## src/rtl/ddr3_wr_pkg.sv

```systemverilog
// Shared tag codes, FSM state encoding and default widths for the DDR3 write controller.
// Pure declarations; no logic.
package ddr3_wr_pkg;

  localparam int DATA_W_DEF    = 128;
  localparam int TAG_W_DEF     = 4;
  localparam int ADDR_W_DEF    = 23;
  localparam int BCNT_W_DEF    = 14;
  localparam int HADDR_LSB_DEF = 53;
  localparam int TOT_W_DEF     = 24;
  localparam int CREDIT_W_DEF  = 5;

  localparam int TAG_FILL = 1;
  localparam int TAG_WFM  = 2;
  localparam int TAG_CKSM = 4;

  typedef enum logic [3:0] {
    S_IDLE,
    S_TST_TAG,
    S_INIT_FILL,
    S_INIT_WFM,
    S_INIT_CKSM,
    S_WRITE,
    S_WRITE_CKSM,
    S_HDR_WAIT,
    S_WRITE_HDR,
    S_DONE,
    S_SYNC_ERR
  } wr_state_e;

endpackage

```

## src/rtl/ddr3_cbuf_addr_gen.sv

```systemverilog
// Burst pointer with circular-region wrap and fill-start loading, plus the data-ahead-of-address credit count.
// Pointer advances one burst per accepted address; credit tracks accepted data not yet matched by an address.
module ddr3_cbuf_addr_gen
  import ddr3_wr_pkg::*;
#(
  parameter int ADDR_W   = ADDR_W_DEF,
  parameter int CREDIT_W = CREDIT_W_DEF
) (
  input  logic                clk,
  input  logic                reset_n,
  input  logic                i_cbuf_en,
  input  logic [ADDR_W-1:0]   i_cbuf_base,
  input  logic [ADDR_W-1:0]   i_cbuf_size,
  input  logic                i_acq_enabled,
  input  logic                i_ld_fill,
  input  logic [ADDR_W-1:0]   i_ld_addr,
  input  logic                i_addr_acc,
  input  logic                i_data_acc,
  output logic [ADDR_W-1:0]   o_ptr,
  output logic [CREDIT_W-1:0] o_credit
);

  logic [ADDR_W-1:0]   r_ptr;
  logic [CREDIT_W-1:0] r_credit;
  logic                r_acq_en_d;
  logic [ADDR_W-1:0]   w_last;
  logic [ADDR_W-1:0]   w_ptr_inc;
  logic                w_acq_rise;

  assign w_last     = i_cbuf_base + i_cbuf_size - ADDR_W'(1);
  assign w_ptr_inc  = (i_cbuf_en && (r_ptr == w_last)) ? i_cbuf_base : r_ptr + ADDR_W'(1);
  assign w_acq_rise = i_acq_enabled && !r_acq_en_d;

  // In circular mode the pointer only restarts on a new acquisition, never per fill.
  always_ff @(posedge clk or negedge reset_n) begin
    if (!reset_n) begin
      r_ptr      <= '0;
      r_acq_en_d <= 1'b0;
    end else begin
      r_acq_en_d <= i_acq_enabled;
      if (i_cbuf_en && w_acq_rise)
        r_ptr <= i_cbuf_base;
      else if (i_ld_fill && !i_cbuf_en)
        r_ptr <= i_ld_addr;
      else if (i_addr_acc)
        r_ptr <= w_ptr_inc;
    end
  end

  always_ff @(posedge clk or negedge reset_n) begin
    if (!reset_n)
      r_credit <= '0;
    else if (i_data_acc && !i_addr_acc)
      r_credit <= r_credit + CREDIT_W'(1);
    else if (i_addr_acc && !i_data_acc)
      r_credit <= r_credit - CREDIT_W'(1);
  end

  assign o_ptr    = r_ptr;
  assign o_credit = r_credit;

endmodule

```

## src/rtl/ddr3_wr_control_cbuf_p.sv

```systemverilog
// Drains tagged ADC words from a FWFT FIFO into DDR3 address/data bursts and pushes a totalled fill header.
// Data stalls on app_wdf_rdy or full credit; the header push waits while the fill-header FIFO is full.
module ddr3_wr_control_cbuf_p
  import ddr3_wr_pkg::*;
#(
  parameter int DATA_W    = DATA_W_DEF,
  parameter int TAG_W     = TAG_W_DEF,
  parameter int ADDR_W    = ADDR_W_DEF,
  parameter int BCNT_W    = BCNT_W_DEF,
  parameter int HADDR_LSB = HADDR_LSB_DEF,
  parameter int TOT_W     = TOT_W_DEF,
  parameter int CREDIT_W  = CREDIT_W_DEF
) (
  input  logic                     clk,
  input  logic                     reset_n,
  input  logic                     acq_enabled,
  input  logic [DATA_W+TAG_W-1:0]  wr_fifo_dat,
  input  logic                     wr_fifo_empty,
  output logic                     wr_fifo_rd_en,
  output logic                     app_wdf_wren,
  output logic                     app_wdf_end,
  input  logic                     app_wdf_rdy,
  output logic [ADDR_W+2:0]        ddr3_wr_addr,
  output logic                     wr_app_en,
  input  logic                     wr_app_rdy,
  input  logic                     cbuf_en,
  input  logic [ADDR_W-1:0]        cbuf_base,
  input  logic [ADDR_W-1:0]        cbuf_size,
  input  logic [ADDR_W-1:0]        fixed_start_addr,
  input  logic                     en_fixed_start_addr,
  output logic [DATA_W+TOT_W-1:0]  fill_header_wr_dat,
  output logic                     fill_header_wr_en,
  input  logic                     fill_header_full,
  output logic                     sync_err,
  input  logic                     sync_err_clr,
  output logic                     ddr3_wr_done,
  input  logic                     acq_done,
  output logic [15:0]              fill_count
);

  localparam int CNT_W = BCNT_W + 1;

  wr_state_e           r_state, w_next;
  logic [DATA_W-1:0]   r_hdr_payload;
  logic [CNT_W-1:0]    r_addr_cntr, r_burst_cntr;
  logic [TOT_W-1:0]    r_total, r_total_lat;
  logic                r_fill_burst;
  logic [15:0]         r_fill_count;
  logic [1:0]          r_acq_done_sync;

  logic [TAG_W-1:0]    w_tag;
  logic [DATA_W-1:0]   w_payload;
  logic                w_in_write, w_addr_acc, w_data_acc, w_cntrs_zero;
  logic [ADDR_W-1:0]   w_ptr, w_ld_addr;
  logic [CREDIT_W-1:0] w_credit;

  assign w_tag        = wr_fifo_dat[DATA_W+TAG_W-1:DATA_W];
  assign w_payload    = wr_fifo_dat[DATA_W-1:0];
  assign w_in_write   = (r_state == S_WRITE) || (r_state == S_WRITE_CKSM);
  assign w_cntrs_zero = (r_addr_cntr == '0) && (r_burst_cntr == '0);

  assign app_wdf_wren  = w_in_write && !wr_fifo_empty && (r_burst_cntr != '0) && (w_credit != '1);
  assign app_wdf_end   = app_wdf_wren;
  assign wr_app_en     = w_in_write && (w_credit != '0) && (r_addr_cntr != '0);
  assign w_data_acc    = app_wdf_wren && app_wdf_rdy;
  assign w_addr_acc    = wr_app_en && wr_app_rdy;
  assign wr_fifo_rd_en = w_data_acc;

  assign w_ld_addr    = en_fixed_start_addr ? fixed_start_addr
                                            : r_hdr_payload[HADDR_LSB +: ADDR_W];
  assign ddr3_wr_addr = {w_ptr, 3'b000};
  assign fill_header_wr_dat = {r_total_lat, r_hdr_payload};
  assign fill_count   = r_fill_count;

  always_ff @(posedge clk or negedge reset_n) begin
    if (!reset_n)
      r_state <= S_IDLE;
    else
      r_state <= w_next;
  end

  always_comb begin
    w_next            = r_state;
    sync_err          = 1'b0;
    ddr3_wr_done      = 1'b0;
    fill_header_wr_en = 1'b0;
    case (r_state)
      S_IDLE:       if (!wr_fifo_empty) w_next = S_TST_TAG;
      S_TST_TAG: begin
        if (w_tag == TAG_W'(TAG_FILL))      w_next = S_INIT_FILL;
        else if (w_tag == TAG_W'(TAG_WFM))  w_next = S_INIT_WFM;
        else if (w_tag == TAG_W'(TAG_CKSM)) w_next = S_INIT_CKSM;
        else                                w_next = S_SYNC_ERR;
      end
      S_INIT_FILL,
      S_INIT_WFM:   w_next = S_WRITE;
      S_INIT_CKSM:  w_next = S_WRITE_CKSM;
      S_WRITE:      if (w_cntrs_zero) w_next = S_IDLE;
      S_WRITE_CKSM: if (w_cntrs_zero) w_next = fill_header_full ? S_HDR_WAIT : S_WRITE_HDR;
      S_HDR_WAIT:   if (!fill_header_full) w_next = S_WRITE_HDR;
      S_WRITE_HDR: begin
        fill_header_wr_en = 1'b1;
        w_next            = S_DONE;
      end
      S_DONE: begin
        ddr3_wr_done = 1'b1;
        if (r_acq_done_sync[1]) w_next = S_IDLE;
      end
      S_SYNC_ERR: begin
        sync_err = 1'b1;
        if (sync_err_clr) w_next = S_IDLE;
      end
      default:      w_next = S_IDLE;
    endcase
    if (!acq_enabled) w_next = S_IDLE;
  end

  // The fill-header burst is already counted by the load of 1, so its own address accept is skipped.
  always_ff @(posedge clk or negedge reset_n) begin
    if (!reset_n) begin
      r_addr_cntr  <= '0;
      r_burst_cntr <= '0;
      r_total      <= '0;
      r_fill_burst <= 1'b0;
    end else begin
      case (r_state)
        S_INIT_FILL: begin
          r_addr_cntr  <= CNT_W'(1);
          r_burst_cntr <= CNT_W'(1);
          r_total      <= TOT_W'(1);
          r_fill_burst <= 1'b1;
        end
        S_INIT_WFM: begin
          r_addr_cntr  <= CNT_W'(w_payload[BCNT_W-1:0]) + CNT_W'(1);
          r_burst_cntr <= CNT_W'(w_payload[BCNT_W-1:0]) + CNT_W'(1);
          r_fill_burst <= 1'b0;
        end
        S_INIT_CKSM: begin
          r_addr_cntr  <= CNT_W'(1);
          r_burst_cntr <= CNT_W'(1);
          r_fill_burst <= 1'b0;
        end
        default: begin
          if (w_addr_acc && (r_addr_cntr != '0))
            r_addr_cntr <= r_addr_cntr - CNT_W'(1);
          if (w_data_acc && (r_burst_cntr != '0))
            r_burst_cntr <= r_burst_cntr - CNT_W'(1);
          if (w_addr_acc && !r_fill_burst)
            r_total <= r_total + TOT_W'(1);
        end
      endcase
    end
  end

  always_ff @(posedge clk or negedge reset_n) begin
    if (!reset_n) begin
      r_hdr_payload   <= '0;
      r_total_lat     <= '0;
      r_fill_count    <= '0;
      r_acq_done_sync <= '0;
    end else begin
      r_acq_done_sync <= {r_acq_done_sync[0], acq_done};
      if ((r_state == S_TST_TAG) && (w_tag == TAG_W'(TAG_FILL)))
        r_hdr_payload <= w_payload;
      if ((r_state == S_WRITE_CKSM) && w_cntrs_zero)
        r_total_lat <= r_total;
      if (r_state == S_WRITE_HDR)
        r_fill_count <= r_fill_count + 16'd1;
    end
  end

  ddr3_cbuf_addr_gen #(
    .ADDR_W   (ADDR_W),
    .CREDIT_W (CREDIT_W)
  ) u_addr_gen (
    .clk           (clk),
    .reset_n       (reset_n),
    .i_cbuf_en     (cbuf_en),
    .i_cbuf_base   (cbuf_base),
    .i_cbuf_size   (cbuf_size),
    .i_acq_enabled (acq_enabled),
    .i_ld_fill     (r_state == S_INIT_FILL),
    .i_ld_addr     (w_ld_addr),
    .i_addr_acc    (w_addr_acc),
    .i_data_acc    (w_data_acc),
    .o_ptr         (w_ptr),
    .o_credit      (w_credit)
  );

endmodule

```

## config.mk

```make
export PLATFORM = sky130hd
export DESIGN_NAME = ddr3_wr_control_cbuf_p
export DESIGN_NICKNAME = d
export VERILOG_FILES = /design/src/rtl/ddr3_wr_pkg.sv /design/src/rtl/ddr3_cbuf_addr_gen.sv /design/src/rtl/ddr3_wr_control_cbuf_p.sv
export SDC_FILE = /design/constraint.sdc
export NUM_CORES = 1
export LEC_CHECK = 0
export CAP_MARGIN = 20
export CORE_MARGIN = 3
export CORE_UTILIZATION = 34
export CTS_CLUSTER_SIZE = 16
export DETAILED_ROUTE_END_ITERATION = 16
export DONT_BUFFER_PORTS = 1
export PLACE_DENSITY_LB_ADDON = 0.12
export SYNTH_ARGS = -nofsm -noshare
export SYNTH_HDL_FRONTEND = slang
export SYNTH_SLANG_ARGS = --single-unit
```

## constraint.sdc

```tcl
create_clock -name clk -period 3.8 [get_ports clk]
set_input_delay 0.76 -clock clk [delete_from_list [all_inputs] [get_ports clk]]
set_output_delay 0.76 -clock clk [all_outputs]
set_load 0.1 [all_outputs]
```

==> flow_summary_export.csv <==
group,metric,value,unit
critical_path,critical_path.endpoint_type,"flop",
critical_path,crit_path_max_fanout,11,
sta,final.period_utilization,97.5,%
power_and_ir_drop,vdd_ir_drop_max,660,uV
critical_path,worstPathRequired,4.30,ns
cts,clk_root_buffer_cell,"clkbuf_16",
critical_path,origin_of_the_worst_setup_path,"cbuf_base[1]",
power_and_ir_drop,p_leak,8.42,nW
final_layout,finish.net_count,1919,
yosys,synth_edf_count,0,
sta,slew_headroom,29.8,%
cts,clock_latency,0.59,ns
run_status,violated_checks,"hold timing",
global_routing,grt_antenna_before_repair,3,
placement,place_ws,-0.517,ns
placement,dp_hpwl,35300,um
yosys,ys_seq_area_share,43.0,%
cts,cts_tree,"done",
sta,hold-worst-slack,-0.123,ns
sta,worst_pin_slew,1.05,ns
critical_path,r2r-start,"r_burst_cntr[1]",
job,cap_viol_max_count,0,
placement,place.gp.congestion,0.849,
cts,htree_levels,1,
critical_path,worstSetupStartpointType,"primary input",
yosys,ys_types,81,
sta,final-setup-viol-count,0,
yosys,synth.cell_area,15000,um^2
routing,vias,11700,
sta,timing_hold_violations_final,183,
critical_path,critPathArrivalTime,4.21,ns
die,core,43400,um^2
die,floorplan.initialDensity,34.6,%
routing,detail_route.iter0.violations,589,
yosys,ys_dominant_reg_cell,"dfrtp_1",
cts,path_clk_slew,0.06,ns
routing,detail_route.drc_violations,0,
final_layout,n_antenna_cell,0,
cts,cts-buffers-inserted,30,
critical_path,r2r_cells,17,
routing,drt-pass1-iter-count,5,
final_layout,final_layout_size_suffix_gt1_share,25.7,%
die,die_area,46700,um^2
sta,fin_worst_skew,0.0239,ns
yosys,synth-seq-cells,258,
placement,numPortBuffers,0,
sta,max_freq,270,MHz
sta,maxSlewViolCount,0,
global_routing,grt_first_pass_wirelength,72400,um
final_layout,area.growth.synth_to_final,19.4,%
worst_hold_path,min_path_type,"primary input to async pin",
die,ios,413,
yosys,postSynthCellCount,1531,
cts,cts_num_sinks,258,
sta,final.setup.worst_slack,0.0941,ns
run_status,status,"finished with violations",
die,num_rows,76,
final_layout,finalCoreUtilization,41.4,%
critical_path,timing.setup.critical_path_class,"primary input to flop",
global_routing,grt.overflow.total,0,
global_routing,first_global_vias,12000,
routing,drt.antenna.violating_nets,0,
yosys,ys.warnings.count,0,
global_routing,grt_util_all_layers,19.5,%
sta,fin_tns_setup,0,ns
routing,wire_per_inst,20.9,um
global_routing,grt_start_max_net_pins,259,
yosys,ys_async_sr_fraction,100,%
routing,vias_per_cell,5.18,
die,die-height,216,um
sta,finalCriticalPeriod,3.71,ns
die,die_width,216,um
yosys,syn-mean-instance-area,9.81,um^2
sta,rsz0062_at_grt,"false",
cts,clock_path_buffers,3,
routing,routed_wl,47100,um
power_and_ir_drop,cellPowerDensity,979,nW/um^2
[synth_stat cells (4+ instances only)]
cell / n / share of area, %
nand3_1: 54 / 1.8
buf_2: 11 / 0.37
clkbuf_1: 51 / 1.3
nand4_1: 30 / 1.2
o211ai_1: 22 / 1.1
mux2i_1: 31 / 2.1
o2111ai_1: 4 / 0.23
buf_1: 4 / 0.10
or3_1: 21 / 0.87
nor4_1: 7 / 0.29
xnor2_1: 55 / 3.2
and4_1: 7 / 0.41
o21a_1: 7 / 0.35
nand3b_1: 4 / 0.20
inv_1: 122 / 3.0
a21o_1: 9 / 0.45
a21oi_1: 92 / 3.1
dfrtp_1: 258 / 43
o22ai_1: 18 / 0.75
a211o_1: 5 / 0.29
o22a_1: 10 / 0.58
or2_2: 6 / 0.25
nand2b_1: 6 / 0.25
o31ai_1: 10 / 0.50
and3_1: 17 / 0.71
buf_4: 7 / 0.35
ha_1: 53 / 4.4
mux2_2: 170 / 13
and2_1: 6 / 0.25
nor3_1: 18 / 0.60
nor2_1: 104 / 2.6
o21ai_0: 33 / 1.1
xor2_1: 47 / 2.7
nand2_1: 148 / 3.7
a31oi_1: 18 / 0.75
[state kept, by name, summed over array words and instances (netlist names), 4 cells and up]
signal and count:
r_burst_cntr 15, r_addr_cntr 15, r_state 4, u_addr_gen.o_ptr 23
r_hdr_payload 128, fill_count 16, r_total_lat 24, u_addr_gen.o_credit 5
r_total 24
[cells in the final DEF (no fill, tap or decap), types with 7 or more instances in the layout]
cell type  instances
nand3_1           53
o22ai_1           18
buf_4            156
dfrtp_1          258
nand2_1          148
inv_1            116
nor3_1            16
a31oi_1           18
ha_1              49
or3_1             21
a21o_1             9
nor4_1             7
and3_1            17
a21oi_1           90
xor2_1            47
o31ai_1           10
o21a_1             7
clkbuf_16         31
and4_1             7
xnor2_1           55
mux2_4            10
nand4_1           30
o22a_1            10
mux2i_1           31
clkbuf_1           7
o21ai_0           33
o211ai_1          22
mux2_2           160
nor2_1           100
[where the power goes]
part / switching, mW / internal, mW / total [mW]
Clock: 1.23 / 1.65 / 2.88
Combinational: 3.39 / 2.13 / 5.52
Sequential: 5.58 / 3.58 / 9.16
[path summary, 6_finish.rpt]
check | end | slack, ns
min in group clk | u_addr_gen.r_acq_en_d | 0.20
worst min-delay path | r_total[12] | -0.12
worst max-delay path | u_addr_gen.o_ptr[1] | 0.09
worst max register to register | u_addr_gen.o_credit[4] | 0.19
worst min register to register | r_acq_done_sync[1] | 0.35
max in group asynchronous | u_addr_gen.o_ptr[21] | 3.36
[metal layers]
metal / routed length [um] / up-vias / track usage (%)
li1: - / 5605 / -
met1: 21100 / 5697 / 26.5
met2: 21700 / 342 / 31.3
met3: 3580 / 53 / 5.59
met4: 756 / 6 / 3.94
met5: 36 / - / 0
[metrics by stage]
| stage | std cells | instance area, um^2 | total power, mW |
|---|---|---|---|
| floorplan | 1533 | 15200 | 13.0 |
| detailed placement | 2196 | 16800 | 14.7 |
| CTS | 2258 | 17900 | 17.7 |
| global route | 2260 | 17900 | 18.4 |
| global placement | 2196 | 16800 | 14.6 |
| finish | 2260 | 17900 | 17.6 |
[what timing repair did]
action,CTS,global route
buffers inserted,5,1
endpoints found under the setup margin,3,14
gates cloned,2,1
gates resized for setup,8,5
endpoints found under the hold margin,258,258
pin swaps,5,6
[worst max-delay path: stages]
cell	delay [ns]
inv_12	0.01
ha_4	0.24
inv_2	0.03
ha_4	0.15
fa_2	0.37
a211oi_4	0.25
o211ai_2	0.13
a32o_2	0.31
a2111oi_2	0.29
a21oi_1	0.08
or4b_4	0.56
nor4_4	0.23
buf_6	0.17
buf_12	0.16
mux2_4	0.32
a211oi_2	0.14
[layout make-up]
cell class	count	area [um^2]
Clock inverter	12	126
Sequential cell	258	6460
Inverter	122	473
Tap cell	585	732
Multi-Input combinational cell	1076	7940
Clock buffer	43	860
Timing Repair Buffer	164	1340
Fill cell	4303	25400
[cells by family (layout without fill, tap and decap cells)]
group | after synthesis | after routing | share of synthesized area (%)
buffers and inverters | 199 | 341 | 5.43
and+or+nand+nor | 449 | 449 | 14.5
xor gates and xnor gates | 103 | 103 | 6.06
AOI/OAI and AO/OA | 265 | 265 | 11.5
adders and majority gates | 55 | 55 | 4.68
muxes | 201 | 201 | 14.8
other | 1 | 3 | 0.0250
DFF | 258 | 258 | 43.0
Note: power is estimated with default switching activity, not from simulation.
